## src/rtl/alu_issue_ctrl_pkg.sv

```systemverilog
// Shared definitions for the ALU issue controller: opcode and state encodings,
// instruction field positions and datapath sizes.
package alu_issue_ctrl_pkg;

  localparam int OPS     = 4;
  localparam int INSTR_W = 9;
  localparam int IMM_W   = 5;

  localparam int OP_MSB  = 8;
  localparam int OP_LSB  = 5;
  localparam int IMM_MSB = 4;
  localparam int IMM_LSB = 0;
  localparam int RD_MSB  = 3;
  localparam int RD_LSB  = 2;
  localparam int RS_MSB  = 1;
  localparam int RS_LSB  = 0;

  localparam logic [1:0] R0 = 2'd0;

  typedef enum logic [OPS-1:0] {
    OP_ADD = 4'd0,
    OP_LSL = 4'd1,
    OP_LSR = 4'd2,
    OP_XOR = 4'd3,
    OP_SNE = 4'd4,
    OP_SEQ = 4'd5,
    OP_MSK = 4'd6
  } op_mne_e;

  typedef enum logic [2:0] {
    IDLE,
    RD,
    EX,
    WB,
    ERR
  } state_e;

endpackage

```

## src/rtl/alu_issue_ctrl_if.sv

```systemverilog
// Bundle of fetch handshake, register file and ALU signals around the issue
// controller; master is the controller side, slave is its environment.
interface alu_issue_ctrl_if
  import alu_issue_ctrl_pkg::*;
#(
  parameter int W  = 8,
  parameter int CW = 8
);

  logic               instr_valid;
  logic [INSTR_W-1:0] instr;
  logic               instr_ready;
  logic               abort;

  logic [1:0]         reg_addr_a;
  logic [1:0]         reg_addr_b;
  logic [W-1:0]       reg_data_a;
  logic [W-1:0]       reg_data_b;

  logic [OPS-1:0]     alu_op;
  logic [W-1:0]       alu_a;
  logic [W-1:0]       alu_b;
  logic [IMM_W-1:0]   alu_imm;
  logic               alu_sc;
  logic [W-1:0]       alu_out;
  logic               alu_zero;
  logic               alu_parity;
  logic               alu_odd;

  logic               reg_wr_en;
  logic [1:0]         reg_wr_addr;
  logic [W-1:0]       reg_wr_data;

  logic               done;
  logic               illegal_op;
  logic               zero_flag;
  logic               parity_flag;
  logic               odd_flag;
  logic [CW-1:0]      retire_count;

  modport master (
    input  instr_valid, instr, abort,
    input  reg_data_a, reg_data_b,
    input  alu_out, alu_zero, alu_parity, alu_odd,
    output instr_ready, reg_addr_a, reg_addr_b,
    output alu_op, alu_a, alu_b, alu_imm, alu_sc,
    output reg_wr_en, reg_wr_addr, reg_wr_data,
    output done, illegal_op, zero_flag, parity_flag, odd_flag, retire_count
  );

  modport slave (
    output instr_valid, instr, abort,
    output reg_data_a, reg_data_b,
    output alu_out, alu_zero, alu_parity, alu_odd,
    input  instr_ready, reg_addr_a, reg_addr_b,
    input  alu_op, alu_a, alu_b, alu_imm, alu_sc,
    input  reg_wr_en, reg_wr_addr, reg_wr_data,
    input  done, illegal_op, zero_flag, parity_flag, odd_flag, retire_count
  );

endinterface

```

## src/rtl/alu_issue_ctrl_decode.sv

```systemverilog
// Combinational instruction decoder: opcode legality, operand class and the
// register/immediate fields of a 9-bit instruction.
module alu_op_decode
  import alu_issue_ctrl_pkg::*;
(
  input  logic [INSTR_W-1:0] instr,
  output logic [OPS-1:0]     op,
  output logic               legal,
  output logic               reg_class,
  output logic [1:0]         rd,
  output logic [1:0]         rs,
  output logic [IMM_W-1:0]   imm
);

  always_comb begin
    op        = instr[OP_MSB:OP_LSB];
    rd        = instr[RD_MSB:RD_LSB];
    rs        = instr[RS_MSB:RS_LSB];
    imm       = instr[IMM_MSB:IMM_LSB];
    legal     = 1'b0;
    reg_class = 1'b0;
    case (op)
      OP_ADD, OP_LSL, OP_LSR, OP_SNE, OP_SEQ: legal = 1'b1;
      OP_XOR, OP_MSK: begin
        legal     = 1'b1;
        reg_class = 1'b1;
      end
      default: legal = 1'b0;
    endcase
  end

endmodule

```

## src/rtl/alu_issue_ctrl.sv

```systemverilog
// Issue controller: accepts one instruction at a time and steps it through
// register read, ALU execute and writeback, keeping flags and a retire count.
module alu_issue_ctrl
  import alu_issue_ctrl_pkg::*;
#(
  parameter int W  = 8,
  parameter int CW = 8
)(
  input  logic            clk,
  input  logic            rst_n,
  alu_issue_ctrl_if.master bus
);

  logic [OPS-1:0]   dec_op;
  logic             dec_legal;
  logic             dec_reg_class;
  logic [1:0]       dec_rd;
  logic [1:0]       dec_rs;
  logic [IMM_W-1:0] dec_imm;

  alu_op_decode u_decode (
    .instr     (bus.instr),
    .op        (dec_op),
    .legal     (dec_legal),
    .reg_class (dec_reg_class),
    .rd        (dec_rd),
    .rs        (dec_rs),
    .imm       (dec_imm)
  );

  state_e           state;
  logic             instr_ready_q;
  logic [OPS-1:0]   op_q;
  logic             reg_class_q;
  logic [1:0]       dest_q;
  logic [IMM_W-1:0] imm_q;
  logic [1:0]       reg_addr_a_q;
  logic [1:0]       reg_addr_b_q;
  logic [OPS-1:0]   alu_op_q;
  logic [W-1:0]     alu_a_q;
  logic [W-1:0]     alu_b_q;
  logic [IMM_W-1:0] alu_imm_q;
  logic [W-1:0]     res_q;
  logic             res_zero_q;
  logic             res_parity_q;
  logic             res_odd_q;
  logic             wr_en_q;
  logic [1:0]       wr_addr_q;
  logic             done_q;
  logic             illegal_q;
  logic             zero_q;
  logic             parity_q;
  logic             odd_q;
  logic [CW-1:0]    count_q;

  // Abort in any busy state drops straight back to IDLE; the writeback-side
  // effects are only committed on the WB exit edge so a late abort can cancel them.
  always_ff @(posedge clk or negedge rst_n) begin
    if (!rst_n) begin
      state         <= IDLE;
      instr_ready_q <= 1'b1;
      op_q          <= '0;
      reg_class_q   <= 1'b0;
      dest_q        <= R0;
      imm_q         <= '0;
      reg_addr_a_q  <= R0;
      reg_addr_b_q  <= R0;
      alu_op_q      <= OP_ADD;
      alu_a_q       <= '0;
      alu_b_q       <= '0;
      alu_imm_q     <= '0;
      res_q         <= '0;
      res_zero_q    <= 1'b0;
      res_parity_q  <= 1'b0;
      res_odd_q     <= 1'b0;
      wr_en_q       <= 1'b0;
      wr_addr_q     <= R0;
      done_q        <= 1'b0;
      illegal_q     <= 1'b0;
      zero_q        <= 1'b0;
      parity_q      <= 1'b0;
      odd_q         <= 1'b0;
      count_q       <= '0;
    end else begin
      wr_en_q <= 1'b0;
      done_q  <= 1'b0;
      case (state)
        IDLE: begin
          if (bus.instr_valid && instr_ready_q) begin
            instr_ready_q <= 1'b0;
            op_q          <= dec_op;
            reg_class_q   <= dec_reg_class;
            dest_q        <= dec_reg_class ? dec_rd : R0;
            imm_q         <= dec_imm;
            reg_addr_a_q  <= dec_reg_class ? dec_rd : R0;
            reg_addr_b_q  <= dec_reg_class ? dec_rs : R0;
            if (dec_legal) begin
              state <= RD;
            end else begin
              state     <= ERR;
              done_q    <= 1'b1;
              illegal_q <= 1'b1;
            end
          end
        end
        RD: begin
          if (bus.abort) begin
            state         <= IDLE;
            instr_ready_q <= 1'b1;
          end else begin
            alu_op_q  <= op_q;
            alu_a_q   <= bus.reg_data_a;
            alu_b_q   <= reg_class_q ? bus.reg_data_b : '0;
            alu_imm_q <= reg_class_q ? '0 : imm_q;
            state     <= EX;
          end
        end
        EX: begin
          if (bus.abort) begin
            state         <= IDLE;
            instr_ready_q <= 1'b1;
          end else begin
            res_q        <= bus.alu_out;
            res_zero_q   <= bus.alu_zero;
            res_parity_q <= bus.alu_parity;
            res_odd_q    <= bus.alu_odd;
            wr_en_q      <= 1'b1;
            wr_addr_q    <= dest_q;
            done_q       <= 1'b1;
            state        <= WB;
          end
        end
        WB: begin
          if (!bus.abort) begin
            zero_q   <= res_zero_q;
            parity_q <= res_parity_q;
            odd_q    <= res_odd_q;
            count_q  <= count_q + 1'b1;
          end
          state         <= IDLE;
          instr_ready_q <= 1'b1;
        end
        ERR: begin
          state         <= IDLE;
          instr_ready_q <= 1'b1;
        end
        default: begin
          state         <= IDLE;
          instr_ready_q <= 1'b1;
        end
      endcase
    end
  end

  assign bus.instr_ready  = instr_ready_q;
  assign bus.reg_addr_a   = reg_addr_a_q;
  assign bus.reg_addr_b   = reg_addr_b_q;
  assign bus.alu_op       = alu_op_q;
  assign bus.alu_a        = alu_a_q;
  assign bus.alu_b        = alu_b_q;
  assign bus.alu_imm      = alu_imm_q;
  assign bus.alu_sc       = 1'b0;
  assign bus.reg_wr_en    = wr_en_q & ~bus.abort;
  assign bus.reg_wr_addr  = wr_addr_q;
  assign bus.reg_wr_data  = res_q;
  assign bus.done         = done_q & ~bus.abort;
  assign bus.illegal_op   = illegal_q;
  assign bus.zero_flag    = zero_q;
  assign bus.parity_flag  = parity_q;
  assign bus.odd_flag     = odd_q;
  assign bus.retire_count = count_q;

endmodule

```

## src/flat_wrapper.sv

```systemverilog
// flat-port wrapper written by rule: the top's interface ports become plain ports
module alu_issue_ctrl_flat import alu_issue_ctrl_pkg::*;
#(
  parameter int W  = 8,
  parameter int CW = 8
)
  (clk, rst_n, bus_instr_valid, bus_instr, bus_abort, bus_reg_data_a, bus_reg_data_b, bus_alu_out, bus_alu_zero, bus_alu_parity, bus_alu_odd, bus_instr_ready, bus_reg_addr_a, bus_reg_addr_b, bus_alu_op, bus_alu_a, bus_alu_b, bus_alu_imm, bus_alu_sc, bus_reg_wr_en, bus_reg_wr_addr, bus_reg_wr_data, bus_done, bus_illegal_op, bus_zero_flag, bus_parity_flag, bus_odd_flag, bus_retire_count);
  alu_issue_ctrl_if #(.W(W), .CW(CW)) bus_i ();
  input  logic clk;
  input  logic rst_n;
  input wire logic [$bits(bus_i.instr_valid)-1:0] bus_instr_valid;
  input wire logic [$bits(bus_i.instr)-1:0] bus_instr;
  input wire logic [$bits(bus_i.abort)-1:0] bus_abort;
  input wire logic [$bits(bus_i.reg_data_a)-1:0] bus_reg_data_a;
  input wire logic [$bits(bus_i.reg_data_b)-1:0] bus_reg_data_b;
  input wire logic [$bits(bus_i.alu_out)-1:0] bus_alu_out;
  input wire logic [$bits(bus_i.alu_zero)-1:0] bus_alu_zero;
  input wire logic [$bits(bus_i.alu_parity)-1:0] bus_alu_parity;
  input wire logic [$bits(bus_i.alu_odd)-1:0] bus_alu_odd;
  output wire logic [$bits(bus_i.instr_ready)-1:0] bus_instr_ready;
  output wire logic [$bits(bus_i.reg_addr_a)-1:0] bus_reg_addr_a;
  output wire logic [$bits(bus_i.reg_addr_b)-1:0] bus_reg_addr_b;
  output wire logic [$bits(bus_i.alu_op)-1:0] bus_alu_op;
  output wire logic [$bits(bus_i.alu_a)-1:0] bus_alu_a;
  output wire logic [$bits(bus_i.alu_b)-1:0] bus_alu_b;
  output wire logic [$bits(bus_i.alu_imm)-1:0] bus_alu_imm;
  output wire logic [$bits(bus_i.alu_sc)-1:0] bus_alu_sc;
  output wire logic [$bits(bus_i.reg_wr_en)-1:0] bus_reg_wr_en;
  output wire logic [$bits(bus_i.reg_wr_addr)-1:0] bus_reg_wr_addr;
  output wire logic [$bits(bus_i.reg_wr_data)-1:0] bus_reg_wr_data;
  output wire logic [$bits(bus_i.done)-1:0] bus_done;
  output wire logic [$bits(bus_i.illegal_op)-1:0] bus_illegal_op;
  output wire logic [$bits(bus_i.zero_flag)-1:0] bus_zero_flag;
  output wire logic [$bits(bus_i.parity_flag)-1:0] bus_parity_flag;
  output wire logic [$bits(bus_i.odd_flag)-1:0] bus_odd_flag;
  output wire logic [$bits(bus_i.retire_count)-1:0] bus_retire_count;
  assign bus_i.instr_valid = bus_instr_valid;
  assign bus_i.instr = bus_instr;
  assign bus_i.abort = bus_abort;
  assign bus_i.reg_data_a = bus_reg_data_a;
  assign bus_i.reg_data_b = bus_reg_data_b;
  assign bus_i.alu_out = bus_alu_out;
  assign bus_i.alu_zero = bus_alu_zero;
  assign bus_i.alu_parity = bus_alu_parity;
  assign bus_i.alu_odd = bus_alu_odd;
  assign bus_instr_ready = bus_i.instr_ready;
  assign bus_reg_addr_a = bus_i.reg_addr_a;
  assign bus_reg_addr_b = bus_i.reg_addr_b;
  assign bus_alu_op = bus_i.alu_op;
  assign bus_alu_a = bus_i.alu_a;
  assign bus_alu_b = bus_i.alu_b;
  assign bus_alu_imm = bus_i.alu_imm;
  assign bus_alu_sc = bus_i.alu_sc;
  assign bus_reg_wr_en = bus_i.reg_wr_en;
  assign bus_reg_wr_addr = bus_i.reg_wr_addr;
  assign bus_reg_wr_data = bus_i.reg_wr_data;
  assign bus_done = bus_i.done;
  assign bus_illegal_op = bus_i.illegal_op;
  assign bus_zero_flag = bus_i.zero_flag;
  assign bus_parity_flag = bus_i.parity_flag;
  assign bus_odd_flag = bus_i.odd_flag;
  assign bus_retire_count = bus_i.retire_count;
  alu_issue_ctrl #(.W(W), .CW(CW)) u_core (.clk(clk), .rst_n(rst_n), .bus(bus_i));
endmodule
```

## config.mk

```make
export PLATFORM = sky130hd
export DESIGN_NAME = alu_issue_ctrl_flat
export DESIGN_NICKNAME = d
export VERILOG_FILES = /design/src/rtl/alu_issue_ctrl_pkg.sv /design/src/rtl/alu_issue_ctrl_if.sv /design/src/rtl/alu_issue_ctrl_decode.sv /design/src/rtl/alu_issue_ctrl.sv /design/src/flat_wrapper.sv
export SDC_FILE = /design/constraint.sdc
export NUM_CORES = 1
export LEC_CHECK = 0
export ABC_AREA = 1
export CAP_MARGIN = 20
export CORE_UTILIZATION = 39
export CTS_BUF_LIST = sky130_fd_sc_hd__clkbuf_16
export CTS_CLUSTER_DIAMETER = 150
export DETAILED_ROUTE_END_ITERATION = 6
export GPL_ROUTABILITY_DRIVEN = 0
export GPL_TIMING_DRIVEN = 1
export PLACE_DENSITY = 0.8
export SLEW_MARGIN = 10
export SYNTH_ARGS = -nofsm -noshare
export SYNTH_HDL_FRONTEND = slang
export SYNTH_SLANG_ARGS = --single-unit
```

## constraint.sdc

```tcl
create_clock -name clk -period 1.5 [get_ports clk]
set_input_delay 0.45 -clock clk [delete_from_list [all_inputs] [get_ports clk]]
set_output_delay 0.45 -clock clk [all_outputs]
set_load 0.01 [all_outputs]
```

# After elaboration in Yosys (flattened, before gate mapping)
# Index checks and enable logic that the tools add are counted.
# word_totals
register_bits	70
elab_cells	70
# classes
addsub	1
eq_ne	11
muxes	19
bitwise	4
reduce_logical	12
# op_table
op	n
$eq A4 B3 Y1 const B	3
$reduce_and A2 Y1	5
$pmux W3 S3	1
$add A8 B1 Y8 const B	1
$eq A4 B2 Y1 const B	2
$mux W1	8
$mux W2	4
$mux W8	1
$reduce_or A7 Y1	1
$eq A3 B2 Y1 const B	2
$mux W3	2
$mux W5	1
$eq A4 B1 Y1 const B	1
$logic_not A4 Y1	1
$ne A2 B1 Y1 const B	2
$pmux W1 S2	2
$reduce_or A2 Y1	2
$eq A3 B1 Y1 const B	1
$logic_not A3 Y1	1
$reduce_and A3 Y1	1
$and A1 B1 Y1	2
$not A1 Y1	2
$logic_and A1 B1 Y1	1

# Longest topological paths before layout
# Gate-level depths: netlist of the first run.
# depth
depth_word	6
depth_mapped	7
ltp_nobuf	7

# By module
# Synthesis of the first run repeated with hierarchy kept, for this count alone.
# unflattened
hier_cells	346
hier_area_um2	3080.5
# by_module_without_submodules
module	instances	cells_each	area_each_um2
alu_issue_ctrl	1	319	2926.6
alu_op_decode	1	27	153.9

# Least setup slack after synthesis of the first run
# Ideal clock, no wire load.
# synth_path
kind	flip-flop to flip-flop
startpoint	register u_core.instr_ready_q (netlist: u_core.bus.instr_ready)
endpoint	register u_core.reg_addr_b_q[0] (netlist: u_core.bus.reg_addr_b[0])
setup_ps	125
arrival_time_ps	1085
required_time_ps	1375
setup_slack_ps	290
path_stages_with_launch	7
path_buffers	1
synth_period_minus_slack_ps	1210
cell_sequence	dfstp_2 -> nand2_1 -> nor2_4 -> inv_2 -> buf_6 -> nand2_1 -> o21ai_2
# synth_via
elab_chain_len	2
# synth_rtl
element	line	text
start, declared	alu_issue_ctrl.sv:32	logic instr_ready_q;
start signal, assigned	alu_issue_ctrl.sv:61	instr_ready_q <= 1'b1;
start signal, assigned	alu_issue_ctrl.sv:90	instr_ready_q <= 1'b0;
start signal, assigned	alu_issue_ctrl.sv:109	instr_ready_q <= 1'b1;
$logic_and A1 B1 Y1	alu_issue_ctrl.sv:89	if (bus.instr_valid && instr_ready_q) begin
$reduce_and A2 Y1 (no source line)	-	
end signal, assigned	alu_issue_ctrl.sv:96	reg_addr_b_q <= dec_reg_class ? dec_rs : R0;
end, declared	alu_issue_ctrl.sv:38	logic [1:0] reg_addr_b_q;
# No other way between the ends.
# A chain may end at the register's enable or synchronous reset.

==> metrics.yaml, run 1 <==
grt_overflow: 0
grt_first_pass_wirelength_mm: 10.3
cts_buffers: 9
htreeDepth: 3
synth_top_family_by_area: "simple AND/OR/NAND/NOR gates"
drcViolationCount: 0
clk_pin_slew_ns: 0.06
endpoint_kind: "primary output"
p_per_area_mw_per_mm2: 991
required_ns: 1.05
path_max_fanout: 3
slew_violations: 0
ios: 95
synth_compound_area_share_pct: 6.73
grt_busiest_layer: "met2"
dr_total_vias: 2408
firstDrtPassIters: 4
reg2reg_slack_ns: 0.23
yosysSeqAreaShare_pct: 60.4
r2r-end: "u_core.dest_q[0]"
worst_ep_arrival_time_ns: 1.01
clock_path_buffers: 2
leakagePower_uw: 0.00240
grt_max_degree: 71
grt_util_met2_pct: 29.7
dieArea_mm2: 0.00779
antenna_found_initial: 0
num_antenna_cells: 0
crit_chain: "dlygate4sd2_1"
synth_xor_area_share_pct: 1.21
syn_nets: 356
placement_rows: 31
clock.fmax_mhz: 684
status: "finished clean"
finalHoldViolCount: 0
start_util_pct: 40.2
die_w_um: 88.2
hpwl_mm: 4.49
cts_sinks: 70
num-nets-final: 472
rsz0062_at_grt: "no"
hold_buffers: 0
ant_nets: 0
port_buffers: 93
synthSimpleGateAreaFrac_pct: 24.8
period_needed_ns: 1.46
netlist_area_mm2: 0.00290
die_h_um: 88.2
seq_area_mm2: 0.00175
gr-usage-met1_pct: 20.8
slowest_stage: "dfrtp_1"
setup_violations: 0
reg2reg_depth: 6
worstReg2RegStart: "u_core.state[0]"
drtIter0Drc: 130
netlist_instances: 315
drive_gt1_share_pct: 14.7
final_core_util_pct: 59.9
multiInputGateArea_um2: 967
synth.avg_cell_area_um2: 9.21
drv_cap: 0
flow.area_growth_from_synthesis_pct: 49.1
final_cell_mix: "128 x nand2_1, 69 x dfrtp_1, 50 x dlygate4sd2_1, 37 x clkdlybuf4s50_1"
yosys_warnings: 0
synth_mux_area_share_pct: 0
critPathBufInv: 1
detail_route.wl_per_cell_um: 12.0
viasPerCell: 4.50
cp.depth: 1
clk_latency_ns: 0.33
root_buffer: "clkbuf_16"
fillers: 662
core_area_mm2: 0.00721
grt_pass1_vias: 2252
cts_tree: "built"
synthAdderAreaFrac_pct: 0.431
slowest_delay_ns: 0.40
period_share_pct: 97.4
path_delay_family: "flip-flops"
layout_commonest_cell: "nand2_1"
drt-total-wl_mm: 6.43
hold_class: "primary input to async pin"
grt_use_met3_pct: 4.85
clock_skew_ns: 0.00719
ir_drop_uv: 772
crit_type: "register to primary output"
grt_usage_pct: 17.8
synthDistinctLibCells: 26
finalSetupTns_ns: 0
ys_ff_latch: 70
critPathLaunchType: "register"
-- worst register-to-register path, cell delays in order, from the launching register on --
cell	delay [ns]
dfrtp_1	0.42
nor2_2	0.17
nand2_2	0.11
nor2_4	0.12
buf_4	0.18
nand2_1	0.08
o21ai_1	0.13
-- cell usage after synthesis --
cell type  instances  area [um^2]
nand3_2            1         10.0
o31ai_1            5         37.5
inv_1             22         82.6
o21ai_2            6         52.6
nor2_4             4         45.0
nand2_4            1         11.3
xnor2_1            1         8.76
o21ai_1            4         20.0
dfstp_2            1         26.3
ha_1               1         12.5
nand2_1          128          480
nand2_2            3         18.8
o21ai_0           17         85.1
buf_4              2         15.0
buf_2              6         30.0
clkbuf_1           1         3.75
xor2_1             3         26.3
inv_2              4         15.0
conb_1             1         3.75
buf_6              3         33.8
nand3_1           16         80.1
nor2_2             1         6.26
or2_1              1         6.26
nand4_1            4         25.0
dfrtp_1           69         1730
nor2_1            10         37.5
-- kinds of logic (layout without fill, tap and decap cells) --
group / after synthesis / count (layout)
simple gates: 169 / 169
flops: 70 / 70
buf+inv: 38 / 159
compound gates: 32 / 32
xor+xnor: 4 / 4
fa+ha+maj: 1 / 1
other cells: 1 / 1
-- layout make-up --
cell class / instances / share of cell area [%]
clock inverters: 7 / 2.05
inverters: 26 / 2.26
flip-flops and latches: 70 / 40.5
multi-input cells: 207 / 22.4
repair buffers: 117 / 24.7
clock buffers: 9 / 5.21
well taps: 99 / 2.86
-- registers in the layout (all words and copies together) (netlist names), 2 cells and up --
register	cells
u_core.bus.alu_a	8
u_core.imm_q	5
u_core.op_q	4
u_core.bus.alu_op	4
u_core.bus.alu_b	8
u_core.bus.retire_count	8
u_core.dest_q	2
u_core.bus.alu_imm	5
u_core.bus.reg_wr_addr	2
u_core.bus.reg_addr_b	2
u_core.state	3
u_core.bus.reg_wr_data	8
-- metal layers --
metal / part of all wire, % / wire length, um / vias up
li1: - / - / 1226
met1: 43 / 2760 / 1105
met2: 49 / 3130 / 64
met3: 5.9 / 379 / 13
met4: 2.7 / 171 / 0
met5: 0 / 0 / -
-- worst max-delay path by stage --
| stage | from | slack (ns) | to |
|---|---|---|---|
| floorplan | u_core.bus.instr_ready | 0.29 | u_core.bus.reg_addr_b[0] |
| global placement | bus_abort | -0.49 | bus_reg_wr_en |
| global route | u_core.dest_q[0] | 0.01 | bus_reg_addr_a[0] |
| finish | u_core.dest_q[0] | 0.04 | bus_reg_addr_a[0] |
| detailed placement | bus_abort | -0.53 | bus_done |
| CTS | bus_abort | 0.003 | bus_reg_wr_en |
-- per-stage QoR --
step	power [uW]	cell area [um^2]	hold slack (ns)	worst slack, ns	instances
after global routing	4430	4320	0.163	0.00958	535
after detailed placement	2110	4080	0.455	-0.527	518
final	4290	4320	0.122	0.0389	535
after CTS	4330	4320	0.142	0.00279	534
after global placement	2110	4080	0.452	-0.485	518
after floorplan	1950	2900	0.154	0.290	315
-- what timing repair did --
| item | 4_1_cts | 5_1_grt |
|---|---|---|
| gates resized for setup | 62 | 3 |
| gates cloned | 0 | 0 |
| endpoints found under the setup margin | 54 | 4 |
| buffers inserted | 0 | 1 |
-- where the power goes --
part	switching, uW	total (uW)	internal [uW]
clock	771	2210	1440
combinational	74.2	183	109
sequential	0	1890	1890
No activity file was read; power rests on OpenSTA's default activity.
==> run 2, diff against run 1 <==
--- a/config.mk
+++ b/config.mk
@@ -7,13 +7,14 @@
 export LEC_CHECK = 0
 export ABC_AREA = 1
 export CAP_MARGIN = 20
-export CORE_UTILIZATION = 39
+export CORE_MARGIN = 2
+export CORE_UTILIZATION = 46
 export CTS_BUF_LIST = sky130_fd_sc_hd__clkbuf_16
 export CTS_CLUSTER_DIAMETER = 150
 export DETAILED_ROUTE_END_ITERATION = 6
 export GPL_ROUTABILITY_DRIVEN = 0
 export GPL_TIMING_DRIVEN = 1
-export PLACE_DENSITY = 0.8
+export PLACE_DENSITY = 0.9
 export SLEW_MARGIN = 10
 export SYNTH_ARGS = -nofsm -noshare
 export SYNTH_HDL_FRONTEND = slang
==> run 2 against run 1 <==
  * Fmax decreased by 0.17%
  * Global-route usage increased by 2.3 points
  * First-iteration DRC count decreased by 23%
  * Combinational power about the same
  * Clock power decreased by 11%
  * Sequential share of layout area increased by 0.61 points
  * Final cell count decreased by 4.3%
  * Sequential power about the same
  * Via count increased by 2.2%
==> metrics.yaml, run 2 (same netlist as run 1, synthesis figures left out) <==
slew_violations: 0
dr_total_vias: 2461
route.met3.wl_um: 319
finalHoldViolCount: 0
layout_commonest_cell: "nand2_1"
drtIter0Drc: 100
crit_type: "register to primary output"
seq_area_mm2: 0.00175
grt_first_pass_wirelength_mm: 11.4
cts_sinks: 70
cts_tree: "built"
ios: 95
highest_layer: "met4"
clk_latency_ns: 0.32
clock_skew_ns: 0.00713
pre_cts_ws_ns: -0.543
detail_route.wl_per_cell_um: 12.6
path_max_fanout: 4
grt_usage_pct: 20.2
grt_max_degree: 33
critPathLaunchType: "register"
cts_buffers: 9
ant_nets: 0
clock.fmax_mhz: 683
dp_cells: 496
hold_buffers: 0
p_sw_share_pct: 19.4
hpwl_mm: 4.73
reg2reg_slack_ns: 0.20
grt_pass1_vias: 2560
endpoint_kind: "primary output"
dieArea_mm2: 0.00696
crit_chain: "dlygate4sd2_1"
clockPowerShare_pct: 48.6
fillers: 508
power_frac_comb_pct: 4.6
multiInputGateArea_um2: 967
worst_ep_arrival_time_ns: 1.01
cp.depth: 1
drv_cap: 0
reg2reg_depth: 6
period_needed_ns: 1.46
ir_drop_uv: 632
antenna_found_initial: 0
final_cells: 512
port_buffers: 93
root_buffer: "clkbuf_16"
r2r-end: "u_core.dest_q[1]"
critPathBufInv: 1
wl_met2_mm: 3.35
internal_power_uw: 3260
period_share_pct: 97.6
clk_pin_slew_ns: 0.05
cp-endpoint: "bus_retire_count[7]"
p_switching_uw: 785
crit_start: "u_core.bus.retire_count[7]"
p_per_area_mw_per_mm2: 949
num-nets-final: 474
rsz0062_at_grt: "no"
firstDrtPassIters: 4
path_delay_family: "flip-flops"
htreeDepth: 3
required_ns: 1.05
die_h_um: 83.4
final_cell_mix: "128 x nand2_1, 69 x dfrtp_1, 52 x dlygate4sd2_1, 37 x clkdlybuf4s50_1, 25 x buf_4"
core_area_mm2: 0.00599
fin_ws_ns: 0.0365
setup_violations: 0
flow.area_growth_from_synthesis_pct: 46.9
drcViolationCount: 0
leakagePower_uw: 0.00240
start_util_pct: 48.4
worstReg2RegStart: "u_core.state[0]"
slowest_stage: "dfrtp_1"
power_frac_seq_pct: 46.8
clock_path_buffers: 2
wl_met1_mm: 2.69
viasPerCell: 4.81
slowest_delay_ns: 0.40
die_w_um: 83.4
grt_overflow: 0
num_antenna_cells: 0
drt-total-wl_mm: 6.47
status: "finished clean"
placement_rows: 28
drive_gt1_share_pct: 14.6
hold_class: "primary input to async pin"
==> run 2: cell types whose count changed in the layout (fill, tap and decap cells not counted), sizes merged <==
cell	previous run	this run
clkinvlp	2	1
inv	26	27
dlygate4sd2	50	52
bufinv	2	1
clkdlybuf4s15	2	0
clkbuf	10	9
buf	27	30
==> run 2: per-stage QoR <==
stage	area, um^2	total power, uW	setup TNS, ns	hold WS, ns	util [%]
5_1_grt	4260	4190	0	0.0894	71.1
6_report	4260	4040	0	0.0637	71.1
2_1_floorplan	2900	1950	0	0.154	-
3_3_place_gp	4050	2110	-11.62	0.406	67.6
4_1_cts	4260	4090	0	0.0759	71.1
3_5_place_dp	4050	2110	-13.41	0.415	67.6
==> run 2: timing repair <==
action | in CTS | in global routing
gates resized for setup | 63 | 1
buffers inserted | 0 | 1
endpoints found under the setup margin | 54 | 2
==> run 2: routing by layer <==
layer  global-route usage (%)  vias to the layer above
met4                     8.79                        0
met5                        0                        -
met3                     4.57                       12
met1                     23.7                     1169
met2                     35.3                       61
li1                         -                     1219
==> run 2: final cells by class <==
type | count | share of cell area, %
Clock buffer | 9 | 5.29
Clock inverter | 6 | 1.29
Tap cell | 75 | 2.20
Inverter | 26 | 2.29
Multi-Input combinational cell | 207 | 22.7
Sequential cell | 70 | 41.1
Timing Repair Buffer | 119 | 25.1
==> run 2: power by group through the flow <==
stage	clock network [uW]	registers (uW)	logic, uW
finish	1970	1890	186
global route	2100	1890	207
CTS	2010	1890	190
detailed placement	0	1920	190
global placement	0	1920	186
floorplan	0	1920	22.4
==> run 2: worst min-delay path by stage <==
stage                                             to  slack (ns)   from  depth (start not counted)
after floorplan                  u_core.bus.alu_a[0]        0.15  rst_n                          0
after global placement           u_core.bus.alu_a[6]        0.41  rst_n                          1
after detailed placement         u_core.bus.alu_a[6]        0.41  rst_n                          1
after CTS                 u_core.bus.retire_count[3]        0.08  rst_n                          1
after global routing      u_core.bus.retire_count[2]        0.09  rst_n                          1
final                            u_core.bus.alu_a[6]        0.06  rst_n                          1
==> run 3, diff against run 2 <==
--- a/config.mk
+++ b/config.mk
@@ -7,14 +7,15 @@
 export LEC_CHECK = 0
 export ABC_AREA = 1
 export CAP_MARGIN = 20
-export CORE_MARGIN = 2
-export CORE_UTILIZATION = 46
+export CORE_MARGIN = 4
+export CORE_UTILIZATION = 53
 export CTS_BUF_LIST = sky130_fd_sc_hd__clkbuf_16
 export CTS_CLUSTER_DIAMETER = 150
 export DETAILED_ROUTE_END_ITERATION = 6
+export DONT_BUFFER_PORTS = 1
 export GPL_ROUTABILITY_DRIVEN = 0
 export GPL_TIMING_DRIVEN = 1
-export PLACE_DENSITY = 0.9
+export PLACE_DENSITY = 0.78
 export SLEW_MARGIN = 10
 export SYNTH_ARGS = -nofsm -noshare
 export SYNTH_HDL_FRONTEND = slang
==> constraint.sdc (replaced) <==
create_clock -name clk -period 1.75 [get_ports clk]
set_input_delay 0.525 -clock clk [delete_from_list [all_inputs] [get_ports clk]]
set_output_delay 0.525 -clock clk [all_outputs]
set_load 0.01 [all_outputs]
==> run 3 against run 2 <==
  * The run now ends with hold timing left
  * Critical path depth decreased by 1
  * Non-clock buffer count decreased by 115
  * First-iteration DRC count decreased by 46%
  * Clock power decreased by 5%
  * Cell area decreased by 24%
  * Routed wire length decreased by 14%
  * Highest routed layer unchanged
==> metrics.yaml, run 3 (same netlist as run 1, synthesis figures left out) <==
detail_route.wl_per_cell_um: 14.2
hpwl_mm: 3.95
p_total_uw: 3520
reg2reg_depth: 5
finalHoldViolCount: 69
pre_cts_ws_ns: 0.348
htreeDepth: 3
dp_cells: 377
drcViolationCount: 0
crit_type: "register to primary output"
hold_class: "primary input to async pin"
worstReg2RegStart: "u_core.bus.instr_ready"
placement_rows: 26
cts_tree: "built"
period_share_pct: 80.4
drv_cap: 0
slew_violations: 0
num-nets-final: 359
post_cts_buffers: 0
die_h_um: 82.0
cts-resized-gates: 0
drt-total-wl_mm: 5.58
drtIter0Drc: 54
clk_latency_ns: 0.32
period_needed_ns: 1.41
start_util_pct: 55.7
final_cell_mix: "128 x nand2_1, 69 x dfrtp_1, 23 x inv_1, 17 x o21ai_0, 16 x nand3_1"
grt_max_degree: 71
worst_ep_arrival_time_ns: 0.88
dr_total_vias: 1991
firstDrtPassIters: 4
ios: 95
finalSetupTns_ns: 0
num_antenna_cells: 0
leakagePower_uw: 0.00171
ant_nets: 0
fin_ws_ns: 0.343
worst_hold_slack_ns: -0.100
critPathLaunchType: "register"
cts_buffers: 9
rsz0062_at_grt: "no"
required_ns: 1.22
clock_path_buffers: 2
grt_usage_pct: 18.2
flow.area_growth_from_synthesis_pct: 12.1
dieArea_mm2: 0.00672
die_w_um: 82.0
clock_skew_ns: 0.00524
viasPerCell: 5.07
p_per_area_mw_per_mm2: 1080
port_buffers: 0
r2r-end: "u_core.op_q[2]"
reg2reg_slack_ns: 0.34
final_cells: 393
root_buffer: "clkbuf_16"
endpoint_kind: "primary output"
grt_pass1_vias: 1993
core_area_mm2: 0.00520
clk_pin_slew_ns: 0.05
antenna_found_initial: 0
ir_drop_uv: 818
layout_commonest_cell: "nand2_1"
drive_gt1_share_pct: 12.4
path_max_fanout: 3
cts_sinks: 70
status: "complete, but fails checks"
grt_overflow: 0
violations: "hold timing"
setup_violations: 0
clock.fmax_mhz: 711
grt_first_pass_wirelength_mm: 9.25
==> run 3: cell count changes in the layout (fill, tap and decap cells not counted), sizes merged <==
cell | previous run | this run
dlygate4sd2 | 52 | 0
clkdlybuf4s50 | 37 | 0
buf | 30 | 4
bufinv | 1 | 2
==> run 3: worst max-delay path by stage <==
stage               slack (ns)                       end  cells past startpoint                    from
floorplan                 0.53                  bus_done                      1               bus_abort
global placement          0.40        u_core.reg_class_q                      5  u_core.bus.instr_ready
detailed placement        0.35            u_core.op_q[2]                      5  u_core.bus.instr_ready
CTS                       0.34           bus_instr_ready                      0  u_core.bus.instr_ready
global route              0.20  u_core.bus.reg_addr_b[0]                      6         u_core.state[0]
finish                    0.34           bus_instr_ready                      0  u_core.bus.instr_ready
==> run 3: power by group <==
part	internal [uW]	switching, uW
combinational	5.41	15.9
sequential	1620	0
clock	1240	644
total	2860	660
==> run 3: layer usage <==
layer  up-vias  wire length, um  global-route usage [%]
met5         -                0                       0
met4         0               90                    7.97
met3         7              364                    5.04
met2        55             2730                    29.9
met1       938             2400                    22.3
li1        991                -                       -
==> run 3: through the flow <==
step,area [um^2],util (%)
6_report,3250,62.5
5_1_grt,3250,62.5
4_1_cts,3250,62.5
3_5_place_dp,2940,56.4
3_3_place_gp,2940,56.4
2_1_floorplan,2900,-
==> run 3: layout make-up <==
cell class / instances / area, um^2
Fill cell: 433 / 1950
Sequential cell: 70 / 1750
Timing Repair Buffer: 4 / 30.0
Clock buffer: 9 / 225
Clock inverter: 7 / 90.1
Multi-Input combinational cell: 207 / 967
Tap cell: 70 / 87.6
Inverter: 26 / 97.6
